File: config.mk
export PLATFORM = sky130hd
export DESIGN_NAME = lcd_pixel_sink_flat
export DESIGN_NICKNAME = d
export VERILOG_FILES = /design/src/rtl/lcd_pixel_sink_if.sv /design/src/rtl/lcd_pixel_sink.sv /design/src/flat_wrapper.sv
export SDC_FILE = /design/constraint.sdc
export NUM_CORES = 1
export LEC_CHECK = 0
export ABC_AREA = 0
export BUFFER_PORTS_ARGS = -buffer_cell sky130_fd_sc_hd__clkbuf_2
export CAP_MARGIN = 20
export CORE_MARGIN = 2
export CORE_UTILIZATION = 55
export DETAILED_ROUTE_END_ITERATION = 10
export HOLD_SLACK_MARGIN = 0.06
export PLACE_DENSITY = 0.74
export SLEW_MARGIN = 5
export SYNTH_ARGS = -nofsm -noshare
export SYNTH_HDL_FRONTEND = slang
export SYNTH_SLANG_ARGS = --single-unit
File: constraint.sdc
create_clock -name clock -period 8.6 [get_ports clock]
set_clock_uncertainty 0.05 [all_clocks]
set_input_delay 1.29 -clock clock [delete_from_list [all_inputs] [get_ports clock]]
set_output_delay 1.29 -clock clock [all_outputs]
set_load 0.1 [all_outputs]
File: src/rtl/lcd_pixel_sink_if.sv
// lcd_pixel_sink_if: framebuffer write port; master drives valid/addr/data, slave returns ready.
interface lcd_pixel_sink_if;
    logic        fb_wr_valid;
    logic [14:0] fb_wr_addr;
    logic [1:0]  fb_wr_data;
    logic        fb_wr_ready;
    modport master (output fb_wr_valid, output fb_wr_addr, output fb_wr_data, input fb_wr_ready);
    modport slave  (input fb_wr_valid, input fb_wr_addr, input fb_wr_data, output fb_wr_ready);
endinterface

File: src/rtl/lcd_pixel_sink.sv
// lcd_pixel_sink: palette-maps draw-mode pixels and queues {address, shade} writes to the framebuffer.
module lcd_pixel_sink (
    input  logic             clock,
    input  logic             nreset,
    input  logic [1:0]       mode_n,
    input  logic [7:0]       y_pos,
    input  logic             pixel_valid,
    input  logic [1:0]       pixel_data,
    input  logic [1:0]       palette,
    input  logic [7:0]       bgp,
    input  logic [7:0]       obp0,
    input  logic [7:0]       obp1,
    lcd_pixel_sink_if.master fb,
    output logic             overflow,
    output logic             line_overrun,
    output logic             frame_done
);
    logic [1:0]  prev_mode;
    logic [7:0]  column, line, col_eff, line_eff, pal_reg;
    logic [16:0] mem [8];
    logic [2:0]  wr_ptr, rd_ptr;
    logic [3:0]  count;
    logic        frame_pending, entry, pop, want, push, full_drop, frame_end, bad_pixel;
    logic [1:0]  shade;
    logic [14:0] addr;
    // A pixel on the draw-entry cycle already sees the cleared column and freshly latched line.
    always_comb begin
        entry = mode_n == 2'd3 && prev_mode != 2'd3;
        col_eff = entry ? 8'd0 : column;
        line_eff = entry ? y_pos : line;
        pal_reg = palette == 2'b01 ? obp0 : palette == 2'b10 ? obp1 : bgp;
        shade = pal_reg[{pixel_data, 1'b0} +: 2];
        addr = 15'({line_eff, 7'd0}) + 15'({line_eff, 5'd0}) + 15'(col_eff);
        pop = fb.fb_wr_valid && fb.fb_wr_ready;
        bad_pixel = pixel_valid && (mode_n != 2'd3 || col_eff >= 8'd160);
        want = pixel_valid && !bad_pixel;
        push = want && (count != 4'd8 || pop);
        full_drop = want && !push;
        frame_end = prev_mode == 2'd3 && mode_n == 2'd0 && line == 8'd143;
    end
    assign fb.fb_wr_valid = count != 4'd0 && !nreset;
    assign fb.fb_wr_addr = fb.fb_wr_valid ? mem[rd_ptr][16:2] : '0;
    assign fb.fb_wr_data = fb.fb_wr_valid ? mem[rd_ptr][1:0] : '0;
    assign frame_done = frame_pending && count == 4'd0 && !nreset;
    always_ff @(posedge clock) begin
        if (nreset) begin
            prev_mode <= '0;
            column <= '0;
            line <= '0;
            wr_ptr <= '0;
            rd_ptr <= '0;
            count <= '0;
            frame_pending <= 1'b0;
            overflow <= 1'b0;
            line_overrun <= 1'b0;
        end else begin
            prev_mode <= mode_n;
            column <= push ? col_eff + 8'd1 : col_eff;
            line <= line_eff;
            wr_ptr <= wr_ptr + 3'(push);
            rd_ptr <= rd_ptr + 3'(pop);
            count <= count + 4'(push) - 4'(pop);
            frame_pending <= frame_end || (frame_pending && !frame_done);
            overflow <= overflow || full_drop;
            line_overrun <= line_overrun || bad_pixel;
        end
    end
    always_ff @(posedge clock) if (push) mem[wr_ptr] <= {addr, shade};
endmodule

File: src/flat_wrapper.sv
// flat-port wrapper written by rule: the top's interface ports become plain ports
module lcd_pixel_sink_flat 
  (clock, nreset, mode_n, y_pos, pixel_valid, pixel_data, palette, bgp, obp0, obp1, overflow, line_overrun, frame_done, fb_fb_wr_valid, fb_fb_wr_addr, fb_fb_wr_data, fb_fb_wr_ready);
  lcd_pixel_sink_if fb_i ();
  input  logic clock;
  input  logic nreset;
  input  logic [1:0] mode_n;
  input  logic [7:0] y_pos;
  input  logic pixel_valid;
  input  logic [1:0] pixel_data;
  input  logic [1:0] palette;
  input  logic [7:0] bgp;
  input  logic [7:0] obp0;
  input  logic [7:0] obp1;
  output logic overflow;
  output logic line_overrun;
  output logic frame_done;
  output wire logic [$bits(fb_i.fb_wr_valid)-1:0] fb_fb_wr_valid;
  output wire logic [$bits(fb_i.fb_wr_addr)-1:0] fb_fb_wr_addr;
  output wire logic [$bits(fb_i.fb_wr_data)-1:0] fb_fb_wr_data;
  input wire logic [$bits(fb_i.fb_wr_ready)-1:0] fb_fb_wr_ready;
  assign fb_fb_wr_valid = fb_i.fb_wr_valid;
  assign fb_fb_wr_addr = fb_i.fb_wr_addr;
  assign fb_fb_wr_data = fb_i.fb_wr_data;
  assign fb_i.fb_wr_ready = fb_fb_wr_ready;
  lcd_pixel_sink u_core (.clock(clock), .nreset(nreset), .mode_n(mode_n), .y_pos(y_pos), .pixel_valid(pixel_valid), .pixel_data(pixel_data), .palette(palette), .bgp(bgp), .obp0(obp0), .obp1(obp1), .fb(fb_i), .overflow(overflow), .line_overrun(line_overrun), .frame_done(frame_done));
endmodule
==> impl_metrics.json <==
{
  "path_cells": "clkbuf_2, a21o_1, nor2_1, clkbuf_2",
  "reg2regPathDepth": 12,
  "slowest_delay_ns": 0.67,
  "stdcell_count": 706,
  "yosysWarnings": 0,
  "p_leak_uw": 0.00301,
  "globalplace.congestion": 0.745,
  "vdd_drop_max_uv": 146,
  "antenna_found_initial": 0,
  "die_y_um": 119,
  "ys_seq_area_frac": 0.642,
  "slowest_stage": "a21o_1",
  "synth-seq-cells": 167,
  "clkTransAtPathRegs_ns": 0.06,
  "cellPowerDensity_mw_per_mm2": 245,
  "cts_made_buffers": 17,
  "port_buffers": 62,
  "period_needed_ns": 4.39,
  "clock_latency_ns": 0.42,
  "setup_tns_ns": 0,
  "clockBufferDepth": 2,
  "cts_hold_buffers": 0,
  "outcome": "complete, no violations",
  "max-slew-margin-rel": 0.376,
  "min_period_over_period": 0.510,
  "grt_pass1_wl_um": 22000,
  "synth.distinct_cells": 45,
  "cts_setup_buffers": 0,
  "maxCapViolations": 0,
  "row_count": 42,
  "htreeDepth": 4,
  "drive_above_1_share": 0.300,
  "synthCells": 446,
  "cp-end-kind": "output port",
  "drc_errors": 0,
  "ioPinCount": 63,
  "antennaDiodeCount": 0,
  "grt_pass1_vias": 4101,
  "drv_slew": 0,
  "via_per_inst": 5.61,
  "synth_edf_count": 136,
  "die_x_um": 119,
  "place_inst": 676,
  "die_area_mm2": 0.0143,
  "final_common_cell": "edfxtp_1",
  "postSynth.asyncResetShare": 0,
  "dp_hpwl_um": 8700,
  "routed_wl_um": 13600,
  "cts_num_sinks": 167,
  "core-area_mm2": 0.0131,
  "final_nets": 591,
  "ys.flop_type": "edfxtp_1",
  "tightestPinTransition_ns": 0.935,
  "max_freq_mhz": 228,
  "cts_tree": "built",
  "min_path_cells": 1,
  "hold_class": "flop to flop",
  "critPathLaunchType": "input port",
  "root_buffer": "clkbuf_16",
  "crit_path_max_fanout": 34,
  "critPathMostFrequentCell": "clkbuf_2",
  "cts_resized": 0,
  "syn_nets": 518,
  "grt_max_degree": 35,
  "grt_usage": 0.208,
  "required_ns": 7.26,
  "rsz0062_at_grt": "false",
  "grt_remaining_overflow": 0,
  "start_util": 0.558,
  "finalSetupViolations": 0,
  "vias": 3963,
  "areaGrowthSynthToFinish_pct": 15.0,
  "drtIter0Drc": 314,
  "finalHoldViolCount": 0,
  "path_class": "input port to output port",
  "arrival_ns": 3.05,
  "synthesis.area_mm2": 0.00732,
  "layout_common_cells": "edfxtp_1, clkbuf_2, mux4_2",
  "wire_per_inst_um": 19.2,
  "drtAntennaViolNets": 0,
  "syn_area_per_cell_um2": 16.4,
  "dr.pass1.iters": 4
}
==> cells in the mapped netlist, drive strengths merged, types with 2 or more instances <==
cell type | instances | area [µm²]
buf | 8 | 46.3
edfxtp | 136 | 4080
nand3 | 3 | 15.0
a21oi | 8 | 40.0
xnor2 | 13 | 114
xor2 | 2 | 17.5
nor3 | 4 | 20.0
mux4 | 40 | 901
o2111ai | 2 | 23.8
and2 | 5 | 31.3
nor2b | 20 | 125
o21a | 3 | 22.5
inv | 18 | 67.6
o21bai | 2 | 15.0
mux2i | 20 | 200
mux2 | 7 | 78.8
clkbuf | 11 | 41.3
a211oi | 2 | 15.0
fa | 2 | 40.0
nand2 | 11 | 48.8
nor4b | 2 | 23.8
nor2 | 37 | 139
nor4 | 5 | 37.5
nor3b | 2 | 25.0
o21ai | 9 | 45.0
a21o | 4 | 30.0
ha | 28 | 350
dfxtp | 31 | 621
==> routing by layer <==
metal	routed length, µm	track usage	vias to the layer above
met3	817	0.0503	11
li1	-	-	1855
met5	0	0	-
met4	118	0.0743	0
met1	5920	0.281	1972
met2	6700	0.333	125
==> final timing paths <==
path / start / to / slack, ns
setup / recovery: nreset / fb_fb_wr_addr[4] / 4.21
hold / removal: u_core.frame_pending / u_core.frame_pending / 0.41
setup reg to reg: u_core.prev_mode[0] / u_core.mem[0][15] / 4.87
hold reg to reg: u_core.frame_pending / u_core.frame_pending / 0.41
==> state kept, by name, summed over array words and instances, names as in the netlist, 2 cells and up <==
register / cells
u_core.wr_ptr: 3
u_core.count: 4
u_core.rd_ptr: 3
u_core.mem: 136
u_core.column: 8
u_core.line: 8
u_core.prev_mode: 2
==> area by class of cell <==
cell class	instances	area (µm²)
clock buffers	20	437
clock inverters	10	108
fillers	968	4710
inverters	19	76.3
multi-input cells	241	2490
flip-flops and latches	167	4710
well taps	176	220
repair buffers	73	393
==> worst max-delay path: cells and delay by family <==
kind            cells  cell delay (ns)
buf+inv             2             0.93
compound gates      1             0.67
simple gates        1             0.14
==> per-stage QoR <==
step | setup slack, ns | hold slack, ns | power (µW) | instance area [µm²] | utilization
global route | 3.97 | 0.443 | 2150 | 8430 | 0.641
floorplan | 4.15 | 0.384 | 1300 | 7320 | -
finish | 4.21 | 0.413 | 2060 | 8430 | 0.641
detailed placement | 3.86 | 0.407 | 1380 | 7880 | 0.600
CTS | 4.16 | 0.420 | 2080 | 8430 | 0.641
global placement | 4.05 | 0.400 | 1370 | 7880 | 0.600
==> power by group <==
group	leakage [µW]	switching [µW]	internal, µW
clock	0.000253	283	420
combinational	0.00126	304	136
sequential	0.00150	16.1	904
total	0.00301	603	1460
==> cell families (layout without fill, tap and decap cells) <==
family / Yosys count / count (layout) / share of synthesized area
DFF: 167 / 167 / 0.642
and+or+nand+nor: 94 / 94 / 0.0692
adders and majority gates: 30 / 30 / 0.0533
xor gates and xnor gates: 15 / 15 / 0.0179
AOI/OAI and AO/OA: 35 / 35 / 0.0338
buffers and inverters: 38 / 122 / 0.0224
muxes: 67 / 67 / 0.161
(Power assumes the default switching activity.)
